$ cat src/rtl/load_align_unit.sv
// Load stage: takes a decoded byte-enable/load-type code, issues one word
// read to data memory, waits for the ack (or gives up after TIMEOUT cycles)
// and returns the selected, extended byte/halfword/word for writeback.
//
//   state  | meaning
//   -------+-----------------------------------------------------------
//   IDLE   | ready for a request; req_ready follows ~flush
//   WAIT   | memory read outstanding, mem_req held, timeout counting
//   DONE   | result (or error) presented for one cycle on ld_valid
module load_align_unit #(
    parameter int TIMEOUT = 16,
    parameter int CNT_W   = 5
) (
    input  logic        clk,
    input  logic        rst,
    input  logic        flush,
    input  logic        req_valid,
    output logic        req_ready,
    input  logic [6:0]  bel,
    input  logic [31:0] addr,
    input  logic [4:0]  rd_num,
    output logic        mem_req,
    output logic [31:0] mem_addr,
    input  logic        mem_ack,
    input  logic [31:0] mem_rdata,
    output logic        ld_valid,
    output logic [31:0] ld_data,
    output logic [4:0]  ld_rd,
    output logic        ld_err
);

    localparam logic [1:0] S_IDLE = 2'd0;
    localparam logic [1:0] S_WAIT = 2'd1;
    localparam logic [1:0] S_DONE = 2'd2;

    localparam logic [2:0] T_LW  = 3'b000;
    localparam logic [2:0] T_LH  = 3'b001;
    localparam logic [2:0] T_LHU = 3'b010;
    localparam logic [2:0] T_LB  = 3'b011;
    localparam logic [2:0] T_LBU = 3'b100;

    localparam logic [CNT_W-1:0] CNT_LAST = CNT_W'(TIMEOUT - 1);

    logic [1:0]       state;
    logic [CNT_W-1:0] cnt;
    logic [2:0]       typ_r;
    logic [3:0]       be_r;
    logic [4:0]       rd_r;
    logic             mem_req_r;
    logic [31:0]      mem_addr_r;
    logic [31:0]      data_r;
    logic             err_r;

    logic             accept;
    logic             bel_legal;
    logic [31:0]      ext_data;

    // Alignment is checked upstream; the low address bits select nothing here.
    logic [1:0]       unused_addr_lo;
    assign unused_addr_lo = addr[1:0];

    // Legal type/enable pairs: full word, aligned halfword, single byte.
    always_comb begin
        bel_legal = 1'b0;
        case (bel[6:4])
            T_LW:         bel_legal = (bel[3:0] == 4'b1111);
            T_LH, T_LHU:  bel_legal = (bel[3:0] == 4'b0011) || (bel[3:0] == 4'b1100);
            T_LB, T_LBU:  bel_legal = (bel[3:0] == 4'b0001) || (bel[3:0] == 4'b0010) ||
                                      (bel[3:0] == 4'b0100) || (bel[3:0] == 4'b1000);
            default:      bel_legal = 1'b0;
        endcase
    end

    // Lane selection and sign/zero extension of the returned memory word.
    always_comb begin
        logic [15:0] half;
        logic [7:0]  byte_sel;
        half     = be_r[2] ? mem_rdata[31:16] : mem_rdata[15:0];
        byte_sel = mem_rdata[7:0];
        case (be_r)
            4'b0010: byte_sel = mem_rdata[15:8];
            4'b0100: byte_sel = mem_rdata[23:16];
            4'b1000: byte_sel = mem_rdata[31:24];
            default: byte_sel = mem_rdata[7:0];
        endcase
        ext_data = mem_rdata;
        case (typ_r)
            T_LH:    ext_data = {{16{half[15]}}, half};
            T_LHU:   ext_data = {16'h0000, half};
            T_LB:    ext_data = {{24{byte_sel[7]}}, byte_sel};
            T_LBU:   ext_data = {24'h000000, byte_sel};
            default: ext_data = mem_rdata;
        endcase
    end

    assign accept = (state == S_IDLE) && req_valid && !flush;

    // Sequencer: accept, wait for ack or timeout, present the result once.
    always_ff @(posedge clk) begin
        if (rst) begin
            state      <= S_IDLE;
            cnt        <= '0;
            typ_r      <= 3'b000;
            be_r       <= 4'b0000;
            rd_r       <= 5'd0;
            mem_req_r  <= 1'b0;
            mem_addr_r <= 32'h0;
            data_r     <= 32'h0;
            err_r      <= 1'b0;
        end else begin
            case (state)
                S_IDLE: begin
                    if (accept) begin
                        typ_r <= bel[6:4];
                        be_r  <= bel[3:0];
                        rd_r  <= rd_num;
                        cnt   <= '0;
                        if (bel_legal) begin
                            state      <= S_WAIT;
                            mem_req_r  <= 1'b1;
                            mem_addr_r <= {addr[31:2], 2'b00};
                        end else begin
                            // Illegal code: report immediately, never touch memory.
                            state  <= S_DONE;
                            err_r  <= 1'b1;
                            data_r <= 32'h0;
                        end
                    end
                end
                S_WAIT: begin
                    if (flush) begin
                        state     <= S_IDLE;
                        mem_req_r <= 1'b0;
                    end else if (mem_ack) begin
                        // Ack is checked before the terminal count so it wins a tie.
                        state     <= S_DONE;
                        mem_req_r <= 1'b0;
                        data_r    <= ext_data;
                        err_r     <= 1'b0;
                    end else if (cnt == CNT_LAST) begin
                        state     <= S_DONE;
                        mem_req_r <= 1'b0;
                        data_r    <= 32'h0;
                        err_r     <= 1'b1;
                    end else begin
                        cnt <= cnt + 1'b1;
                    end
                end
                S_DONE: begin
                    state <= S_IDLE;
                    cnt   <= '0;
                end
                default: begin
                    state     <= S_IDLE;
                    mem_req_r <= 1'b0;
                end
            endcase
        end
    end

    // Handshake and result outputs; flush masks the DONE pulse and new accepts.
    always_comb begin
        req_ready = (state == S_IDLE) && !flush;
        ld_valid  = (state == S_DONE) && !flush;
        ld_err    = ld_valid && err_r;
        ld_data   = data_r;
        ld_rd     = rd_r;
        mem_req   = mem_req_r;
        mem_addr  = mem_addr_r;
    end

endmodule

$ cat config.mk
export PLATFORM = sky130hd
export DESIGN_NAME = load_align_unit
export DESIGN_NICKNAME = d
export VERILOG_FILES = /design/src/rtl/load_align_unit.sv
export SDC_FILE = /design/constraint.sdc
export NUM_CORES = 1
export LEC_CHECK = 0
export BUFFER_PORTS_ARGS = -buffer_cell sky130_fd_sc_hd__buf_2
export CAP_MARGIN = 0
export CORE_UTILIZATION = 40
export CTS_CLUSTER_SIZE = 30
export DETAILED_ROUTE_END_ITERATION = 16
export PLACE_DENSITY = 0.66
export SYNTH_ARGS = -nofsm -noshare
export SYNTH_HDL_FRONTEND = slang
export SYNTH_SLANG_ARGS = --single-unit
export TNS_END_PERCENT = 50
$ cat constraint.sdc
create_clock -name clk -period 2.64 [get_ports clk]
set_clock_uncertainty 0.05 [all_clocks]
set_input_delay 0.396 -clock clk [delete_from_list [all_inputs] [get_ports clk]]
set_output_delay 0.396 -clock clk [all_outputs]
set_load 0.05 [all_outputs]
Word-level counts from Yosys, hierarchy flattened
Cells that the tools add are included.
W data, S select, Z words.
- input bits: 81
- logic and storage cells: 95
- bits in registers: 83
- add/subtract/negate cells: 1
- muxes and demuxes: 33
- reductions and logical operators: 22
- bitwise gates (word level): 1
- eq/ne operators: 29
- operators by type and width (cell ; number):
    $mux W32 ; 5
    $pmux W32 S4 ; 1
    $pmux W32 S2 ; 1
    $pmux W8 S3 ; 1
    $mux W5 ; 4
    $eq A4 B4 Y1 const B ; 4
    $mux W16 ; 1
    $pmux W5 S3 ; 1
    $eq A3 B2 Y1 const B ; 4
    $eq A4 B2 Y1 const B ; 3
    $ne A2 B2 Y1 const B ; 6
    $mux W1 ; 10
    $mux W2 ; 5
    $reduce_and A5 Y1 ; 2
    $eq A4 B3 Y1 const B ; 2
    $eq A3 B1 Y1 const B ; 2
    $eq A3 B3 Y1 const B ; 2
    $pmux W1 S3 ; 2
    $add A5 B1 Y5 const B ; 1
    $eq A5 B4 Y1 const B ; 1
    $logic_and A1 B1 Y1 ; 5
    $eq A4 B1 Y1 const B ; 1
    $logic_or A1 B1 Y1 ; 4
    $ne A4 B4 Y1 const B ; 1
    other kinds (15) ; 17

Depth between registers and ports, before layout
Gate-level depths: netlist of run 1.
- word-level depth: 8
- depth in mapped cells: 8
- gate-level depth less buffers: 7

Least setup slack after synthesis of run 1
No wires, ideal clock.
- kind: register -> output
- from: register state[0]
- to: output port ld_err
- buffers on the path: 1
- cell stages (with the launch flop): 4
- arrival: 2.216 ns
- path slack: -0.022 ns
- cells stage by stage: dfxtp_1 -> buf_4 -> nor3b_1 -> and2_1
- longest elaborated chain between the ends: 3
- RTL lines (what ; line ; text):
    start: declaration ; 44 ; logic [1:0] state;
    start signal: assignment ; 101 ; state <= S_IDLE;
    start signal: assignment ; 119 ; state <= S_WAIT;
    start signal: assignment ; 124 ; state <= S_DONE;
    $eq A2 B2 Y1 ; 164 ; ld_valid = (state == S_DONE) && !flush;
    $logic_and A1 B1 Y1 ; 164 ;
    net ld_valid ; 26 ; output logic ld_valid,
    $logic_and A1 B1 Y1 ; 165 ; ld_err = ld_valid && err_r;
    end: declaration ; 29 ; output logic ld_err
The timed path passes the listed nets, and every way through them passes these cells.

Final worst setup path of run 1
- from: register cnt[0]
- to: register cnt[1]
- longest elaborated chain between the ends: 5
- elaborated cells between the ends (all ways): 8
- those cells by class: 1 x add/sub; 2 x eq/ne; 4 x mux; 1 x reduce/logical
- RTL lines (what ; line ; text):
    start: declaration ; 45 ; logic [CNT_W-1:0] cnt;
    start signal: assignment ; 146 ; cnt <= cnt + 1'b1;
    $add A5 B1 Y5 ; 146 ;
    $mux W5 ; 140 ; end else if (cnt == CNT_LAST) begin
    $mux W5 ; 134 ; end else if (mem_ack) begin
    $mux W5 ; 131 ; if (flush) begin
    $pmux W5 S3 ; 111 ; case (state)
Several ways; a longest one is shown, not always the timed one. The select of a mux whose other input is x is not followed.
A chain may end at the register's enable or synchronous reset.

==> impl_metrics.py, run 1 <==
metrics = {
    "timing": {
        "slew-limit-headroom_pct": 50.1,
        "timing.final.hold_violations": 0,
        "slew_viol_final": 0,
        "layout_worst_path_cycle_share_pct": 90.2,
        "tightestPinTransition_ns": 0.748,
        "grt_setup_unrepaired": "no",
        "finalSetupViolCount": 0,
        "fin_setup_tns_ns": 0,
        "fmax_mhz": 420,
        "finalWorstPathRequiredPeriod_ns": 2.38,
    },
    "run": {
        "max_cap_violations": 0,
    },
    "cts": {
        "cts_repair_resize_count": 0,
        "cts_sinks": 83,
        "cts_made_buffers": 9,
        "tritoncts": "done",
        "clkSlewWorstSetupHoldPaths_ns": 0.10,
        "clock_path_buffers": 2,
        "holdBufCountCts": 0,
        "post_cts.repair.setup_buffers": 0,
        "cts_root_buf": "sky130_fd_sc_hd__clkbuf_8",
        "worst_skew_pair.late_latency_ns": 0.35,
        "h_tree_levels": 3,
    },
    "yosys": {
        "yosysWarningCount": 0,
        "synth.avg_cell_area_um2": 8.44,
        "syn_inst": 503,
        "synth_enable_flop_cells": 0,
        "synthArstFlopShare_pct": 0,
        "sequential_element_share_of_the_synthesized_area_pct": 39.1,
        "synth_cell_type_count": 58,
        "synth.ff_latch_count": 83,
        "dominantRegCellSynth": "sky130_fd_sc_hd__dfxtp_1",
        "netlist_area_mm2": 0.00425,
    },
    "final_layout": {
        "layout_overhead_on_the_synthesized_area_pct": 24.2,
        "fin_cells": 778,
        "final_net_count": 720,
        "fillers": 1005,
        "post_route_cells_drive_above_1_share_pct": 32.2,
        "antenna_cells": 0,
    },
    "die": {
        "chip_width_um": 105,
        "floorplan_die_height_um": 105,
        "initial_core_utilization_pct": 41.1,
        "core-area_mm2": 0.0103,
        "row_count": 37,
        "dieArea_mm2": 0.0110,
        "top_level_ports": 154,
    },
    "placed_design": {
        "number_of_placed_cells_counting_well_taps": 762,
        "finalWeightedCongestion": 0.870,
        "port_buffers": 149,
        "dpl.hpwl_mm": 8.65,
    },
    "global_route": {
        "globalRoute.totalOverflow": 0,
        "first_global_vias": 4036,
        "antenna_found_initial": 0,
        "largest_net_degree_at_the_start_of_global_routing": 53,
        "grt_util_all_layers_pct": 21.9,
        "global_route_wire_length_before_repair_mm": 19.6,
    },
    "drt": {
        "route.detailed.drc": 0,
        "postRouteWirelength_mm": 11.9,
        "via_per_inst": 5.46,
        "drt_pass1_iterations": 6,
        "post_drt_wl_per_cell_um": 15.3,
        "1st_iter_drt_viols": 200,
        "ant_nets": 0,
        "route.vias.total": 4245,
    },
    "outcome": {
        "run_status": "finished clean",
    },
    "power_and_ir_drop": {
        "internal_power_mw": 1.77,
        "net_switching_component_of_the_power_mw": 0.800,
        "static-leakage-power_nw": 2.26,
        "power_switching_share_pct": 31.2,
        "clkPwrFrac_pct": 33.2,
        "ir_drop_mv": 0.211,
        "power-per-cell-area_mw_per_mm2": 486,
        "power.share.combinational_pct": 16.6,
        "share_of_total_power_in_sequential_cells_pct": 50.2,
    },
    "worst_setup_path": {
        "worst-path-max-fanout": 6,
        "arrival_ns": 2.62,
        "critical_path.endpoint_type": "flop",
        "setup.worst_path.start_class": "flop",
        "timing.setup.critical_path_class": "flop to flop",
        "critPathRequiredTime_ns": 2.88,
    },
    "worst_hold_path": {
        "hp-class": "input port to flop",
    },
}
## power by group through the flow
stage          registers [mW]  logic [mW]  clock network [mW]
4_1_cts                  1.29       0.424               0.870
3_5_place_dp             1.32       0.423                   0
3_3_place_gp             1.32       0.414                   0
5_1_grt                  1.29       0.467               0.934
2_1_floorplan            1.34       0.247                   0
6_report                 1.29       0.426               0.852
## flip-flops by register name (all words and copies together), names as in the netlist
name	count
cnt	5
state	2
err_r	1
be_r	4
ld_rd	5
mem_req	1
ld_data	32
mem_addr	30
typ_r	3
## through the flow
step | worst slack [ns] | hold slack, ns | util [%] | total power, mW | instance area [um^2]
floorplan | 0.413 | 0.382 | - | 1.59 | 4260
global placement | 0.298 | 0.390 | 49.4 | 1.73 | 5100
detailed placement | 0.264 | 0.396 | 49.4 | 1.74 | 5100
CTS | 0.248 | 0.205 | 51.1 | 2.58 | 5280
global route | 0.0827 | 0.206 | 51.1 | 2.69 | 5280
finish | 0.259 | 0.210 | 51.1 | 2.57 | 5280
## cell usage in the layout (no fill, tap or decap), drive strengths merged, types with 2 or more instances in the layout
master / netlist / layout
buf: 18 / 165
dfxtp: 83 / 83
nand2: 60 / 60
o21ai: 53 / 53
a21oi: 46 / 46
nor2: 33 / 33
nand4: 26 / 26
o21a: 17 / 17
nor2b: 16 / 16
o2bb2ai: 16 / 16
a32o: 15 / 15
inv: 13 / 14
a22o: 12 / 12
nand2b: 11 / 11
clkbuf: 25 / 10
o221ai: 8 / 8
xor2: 4 / 4
clkinvlp: 0 / 4
and2: 3 / 3
nor3: 3 / 3
nor4b: 3 / 3
a211oi: 3 / 3
a2111oi: 3 / 3
and3: 2 / 2
and3b: 2 / 2
nand3: 2 / 2
nor4bb: 2 / 2
o211ai: 2 / 2
or3b: 2 / 2
a21o: 2 / 2
mux2i: 2 / 2
ha: 2 / 2
conb: 1 / 2
nor3b: 2 / 2
## routing by layer
layer  up-vias  part of all wire, %  wire, um  GRT usage (%)
li1       2094                    -         -              -
met1      1973                   44      5250           28.1
met2       155                   48      5680           36.2
met3        23                  6.0       717           4.43
met4         0                  2.4       284           8.05
met5         -                    0         0              0
## worst max-delay path, stage by stage, from the launching register on
cell	delay, ns
sky130_fd_sc_hd__dfxtp_1	0.34
sky130_fd_sc_hd__ha_1	0.22
sky130_fd_sc_hd__and3_1	0.19
sky130_fd_sc_hd__ha_1	0.18
sky130_fd_sc_hd__or4_1	0.58
sky130_fd_sc_hd__o21a_1	0.22
sky130_fd_sc_hd__or3b_1	0.39
sky130_fd_sc_hd__a21oi_1	0.14
## layout make-up
| type | count | area (um^2) | share of cell area [%] |
|---|---|---|---|
| Multi-Input combinational cell | 365 | 2350 | 44.6 |
| Clock buffer | 10 | 128 | 2.42 |
| Timing Repair Buffer | 165 | 866 | 16.4 |
| Tap cell | 136 | 170 | 3.22 |
| Sequential cell | 83 | 1660 | 31.5 |
| Inverter | 13 | 48.8 | 0.925 |
| Clock inverter | 6 | 50.0 | 0.948 |
## logic make-up after synthesis
logic type | count (synthesis) | share of synthesized area [%]
AOI/OAI and AO/OA | 182 | 31.7
and+or+nand+nor | 172 | 21.2
DFF | 83 | 39.1
buffers and inverters | 56 | 5.80
xor gates and xnor gates | 5 | 1.03
adders and majority gates | 2 | 0.589
muxes | 2 | 0.471
other | 1 | 0.0883
## cells in the mapped netlist, types with 3 or more instances
library cell	number	area, um^2
sky130_fd_sc_hd__inv_1	12	45.0
sky130_fd_sc_hd__nand2b_1	10	62.6
sky130_fd_sc_hd__xor2_1	4	35.0
sky130_fd_sc_hd__o21ai_0	51	255
sky130_fd_sc_hd__dfxtp_1	83	1660
sky130_fd_sc_hd__nand2_1	60	225
sky130_fd_sc_hd__and2_1	3	18.8
sky130_fd_sc_hd__clkbuf_1	24	90.1
sky130_fd_sc_hd__o2bb2ai_2	10	150
sky130_fd_sc_hd__nand4_1	26	163
sky130_fd_sc_hd__nor2b_1	16	100
sky130_fd_sc_hd__o2bb2ai_1	6	52.6
sky130_fd_sc_hd__a32o_1	15	150
sky130_fd_sc_hd__buf_2	10	50.1
sky130_fd_sc_hd__a22o_1	12	105
sky130_fd_sc_hd__buf_4	4	30.0
sky130_fd_sc_hd__nor2_1	32	120
sky130_fd_sc_hd__o21a_1	17	128
sky130_fd_sc_hd__buf_1	3	11.3
sky130_fd_sc_hd__o221ai_1	8	70.1
sky130_fd_sc_hd__nor3_1	3	15.0
sky130_fd_sc_hd__a21oi_1	46	230
## worst paths after layout
check	from	endpoint	slack, ns	depth (start not counted)
worst max register to register	cnt[0]$_SDFFE_PP0P_	cnt[1]$_SDFFE_PP0P_	0.26	7
worst min-delay path	addr[12]	mem_addr[12]$_SDFFE_PP0P_	0.21	3
worst min register to register	mem_addr[14]$_SDFFE_PP0P_	mem_addr[14]$_SDFFE_PP0P_	0.41	2
worst max-delay path	cnt[0]$_SDFFE_PP0P_	cnt[1]$_SDFFE_PP0P_	0.26	7
Power figures use the tool's default switching activity.
==> run 2, diff against run 1 <==
--- a/config.mk
+++ b/config.mk
@@ -5,6 +5,7 @@
 export SDC_FILE = /design/constraint.sdc
 export NUM_CORES = 1
 export LEC_CHECK = 0
+export ABC_AREA = 1
 export BUFFER_PORTS_ARGS = -buffer_cell sky130_fd_sc_hd__buf_2
 export CAP_MARGIN = 0
 export CORE_UTILIZATION = 40
==> run 2 against run 1 <==
Against the previous run: synthesized area up 1.4%; sequential share of layout area down 0.35 points; register-to-register slack better by 0.21 ns; critical endpoint is now ld_data[4]$_SDFFE_PP0P_; largest power group unchanged.
==> impl_metrics.py, run 2 <==
metrics = {
    "outcome": {
        "run_status": "finished clean",
    },
    "die": {
        "initial_core_utilization_pct": 41.5,
        "floorplan_die_height_um": 106,
        "core-area_mm2": 0.0104,
        "chip_width_um": 106,
        "dieArea_mm2": 0.0112,
        "row_count": 37,
        "top_level_ports": 154,
    },
    "yosys": {
        "synth_cell_type_count": 33,
        "synth.avg_cell_area_um2": 6.44,
        "sequential_element_share_of_the_synthesized_area_pct": 38.6,
        "ys_top_cells_by_area": "sky130_fd_sc_hd__dfxtp_1 39%, sky130_fd_sc_hd__nor2_1 14%, sky130_fd_sc_hd__nand2_1 13%",
        "synth-compound-area-share_pct": 16.8,
        "post_synth_most_frequent_cells": "160 x sky130_fd_sc_hd__nor2_1, 146 x sky130_fd_sc_hd__nand2_1, 83 x sky130_fd_sc_hd__dfxtp_1",
        "most_common_cell_in_the_synthesized_netlist": "sky130_fd_sc_hd__nor2_1",
        "yosysWarningCount": 0,
        "main_combinational_cell_family_by_area_after_synthesis": "simple AND/OR/NAND/NOR gates",
        "synth.ff_latch_count": 83,
        "synth.mux.area_fraction_pct": 0.232,
        "netlist_area_mm2": 0.00431,
        "yosys.area_share.xor_xnor_pct": 0.203,
        "post_synthesis_simple_gate_area_fraction_pct": 36.2,
        "synth_top_cell_by_area": "sky130_fd_sc_hd__dfxtp_1",
        "synth_enable_flop_cells": 0,
        "synthArstFlopShare_pct": 0,
        "fraction_of_the_mapped_netlist_area_in_adder_cells_pct": 0.581,
        "dominantRegCellSynth": "sky130_fd_sc_hd__dfxtp_1",
        "syn_inst": 669,
        "synthDominantCellAreaShare_pct": 38.6,
    },
    "final_layout": {
        "largest_register_ff_count": 32,
        "final_net_count": 886,
        "fillers": 1086,
        "layout.cells.most_common": "sky130_fd_sc_hd__nor2_1",
        "top_library_cells_by_usage_in_the_layout_fill_and_taps_aside": "160 x sky130_fd_sc_hd__nor2_1, 149 x sky130_fd_sc_hd__buf_2, 146 x sky130_fd_sc_hd__nand2_1",
        "post_route_cells_drive_above_1_share_pct": 24.9,
        "end_of_flow_core_utilization_pct": 51.5,
        "fin_cells": 945,
        "layout_overhead_on_the_synthesized_area_pct": 23.9,
    },
    "global_route": {
        "grt_util_all_layers_pct": 21.9,
        "largest_net_degree_at_the_start_of_global_routing": 53,
        "global_route_wire_length_before_repair_mm": 19.9,
        "antenna_found_initial": 2,
        "first_global_vias": 4418,
        "globalRoute.totalOverflow": 0,
    },
    "placed_design": {
        "port_buffers": 149,
        "finalWeightedCongestion": 0.872,
        "dpl.hpwl_mm": 8.81,
        "number_of_placed_cells_counting_well_taps": 928,
    },
    "cts": {
        "post_cts.repair.setup_buffers": 0,
        "h_tree_levels": 3,
        "cts_repair_resize_count": 0,
        "cts_made_buffers": 9,
        "clkSlewWorstSetupHoldPaths_ns": 0.09,
        "cts_root_buf": "sky130_fd_sc_hd__clkbuf_8",
        "clock_path_buffers": 2,
        "worst_skew_pair.late_latency_ns": 0.35,
        "tritoncts": "done",
        "cts_sinks": 83,
        "holdBufCountCts": 0,
    },
    "worst_setup_path": {
        "critPathRequiredTime_ns": 2.88,
        "worst-r2r-setup-slack_ns": 0.46,
        "critical_path.endpoint_type": "flop",
        "setup.worst_path.start_class": "flop",
        "ff2ff_path_depth": 10,
        "worst-path-max-fanout": 9,
        "regToRegStartpoint": "cnt[0]$_SDFFE_PP0P_",
        "arrival_ns": 2.42,
        "r2r_path_end": "ld_data[4]$_SDFFE_PP0P_",
        "timing.setup.critical_path_class": "flop to flop",
    },
    "timing": {
        "slew-limit-headroom_pct": 64.9,
        "grt_setup_unrepaired": "no",
        "timing.final.hold_violations": 0,
        "layout_worst_path_cycle_share_pct": 82.4,
        "fin_setup_tns_ns": 0,
        "slew_viol_final": 0,
        "finalWorstPathRequiredPeriod_ns": 2.18,
        "tightestPinTransition_ns": 0.526,
        "fmax_mhz": 460,
        "finalSetupViolCount": 0,
    },
    "drt": {
        "via_per_inst": 4.94,
        "ant_nets": 0,
        "route.detailed.drc": 0,
        "1st_iter_drt_viols": 282,
        "post_drt_wl_per_cell_um": 12.7,
        "route.vias.total": 4672,
        "postRouteWirelength_mm": 12.0,
        "drt_pass1_iterations": 5,
    },
    "worst_hold_path": {
        "hold_path_startpoint": "addr[11]",
        "worst_hold_path.num_cells": 3,
        "hp-class": "input port to flop",
        "hold-path-endpoint": "mem_addr[11]$_SDFFE_PP0P_",
    },
    "power_and_ir_drop": {
        "static-leakage-power_nw": 2.56,
        "ir_drop_mv": 0.275,
        "power-per-cell-area_mw_per_mm2": 552,
    },
    "run": {
        "max_cap_violations": 0,
    },
}
-- run 2: changes by cell type in the layout (fill, tap and decap cells not counted), moves of 15 or more --
cell and change:
sky130_fd_sc_hd__o21a_1 -17, sky130_fd_sc_hd__nand4_1 -22, sky130_fd_sc_hd__nand3_1 +33, sky130_fd_sc_hd__nor2b_1 -16, sky130_fd_sc_hd__inv_1 +17, sky130_fd_sc_hd__nor2_1 +128, sky130_fd_sc_hd__nand2_1 +86, sky130_fd_sc_hd__o21ai_0 +18
sky130_fd_sc_hd__a32o_1 -15
-- run 2: critical path, cell delays in order, from the launching register on --
cell                      delay [ns]
sky130_fd_sc_hd__dfxtp_1        0.38
sky130_fd_sc_hd__ha_1           0.19
sky130_fd_sc_hd__inv_1          0.05
sky130_fd_sc_hd__nor3_1         0.14
sky130_fd_sc_hd__ha_1           0.19
sky130_fd_sc_hd__o21ai_0        0.09
sky130_fd_sc_hd__o21ai_2        0.32
sky130_fd_sc_hd__nand3_1        0.32
sky130_fd_sc_hd__nor2_1         0.24
sky130_fd_sc_hd__nor2_1         0.06
sky130_fd_sc_hd__nor2_1         0.08
-- run 2: cell type report --
cell class | count | area, um^2 | area share [%]
well taps | 136 | 170 | 3.19
inverters | 33 | 124 | 2.32
clock inverters | 6 | 71.3 | 1.34
diodes | 1 | 2.50 | 0.0469
flip-flops and latches | 83 | 1660 | 31.1
clock buffers | 10 | 138 | 2.58
repair buffers | 159 | 833 | 15.6
multi-input cells | 517 | 2340 | 43.8
-- run 2: worst max-delay path by stage --
| stage | from | to | cells after the start |
|---|---|---|---|
| after floorplan | state[1]$_SDFFE_PP0P_ | ld_err | 2 |
| after global placement | bel[4] | ld_data[15]$_SDFFE_PP0P_ | 12 |
| after detailed placement | bel[4] | ld_data[13]$_SDFFE_PP0P_ | 12 |
| after CTS | cnt[0]$_SDFFE_PP0P_ | ld_data[13]$_SDFFE_PP0P_ | 11 |
| after global routing | cnt[0]$_SDFFE_PP0P_ | ld_data[7]$_SDFFE_PP0P_ | 11 |
| final | cnt[0]$_SDFFE_PP0P_ | ld_data[4]$_SDFFE_PP0P_ | 10 |
-- run 2: metrics by stage --
stage          total power, mW  instance area [um^2]  hold WS (ns)  worst slack (ns)
2_1_floorplan             1.81                  4310         0.379             0.232
3_3_place_gp              1.98                  5120         0.397             0.547
3_5_place_dp              2.00                  5120         0.405             0.481
4_1_cts                   2.97                  5330         0.191             0.460
5_1_grt                   3.10                  5330         0.196             0.186
6_report                  2.94                  5340         0.204             0.465
-- run 2: per-layer routing --
layer  routed length, um  vias to the layer above  GRT usage, %
met5                   8                        -             0
met4                 181                        2          6.65
met3                 929                       18          5.63
met2                5440                      148          36.5
met1                5450                     2093          27.7
li1                    -                     2411             -
-- run 2: kinds of logic after synthesis --
kind of cell / Yosys count
flip-flops: 83
adder cells (fa/ha/maj): 2
AO/OA/AOI/OAI: 140
other: 1
XOR/XNOR: 1
AND/OR/NAND/NOR: 371
buffers and inverters: 70
multiplexers: 1
-- run 2: report_power, final --
group,total [mW],leakage (nW),switching (mW),internal (mW)
logic,0.654,1.79,0.458,0.196
clock network,0.974,0.0995,0.502,0.472
registers,1.32,0.672,0.0248,1.29
total,2.94,2.56,0.985,1.96
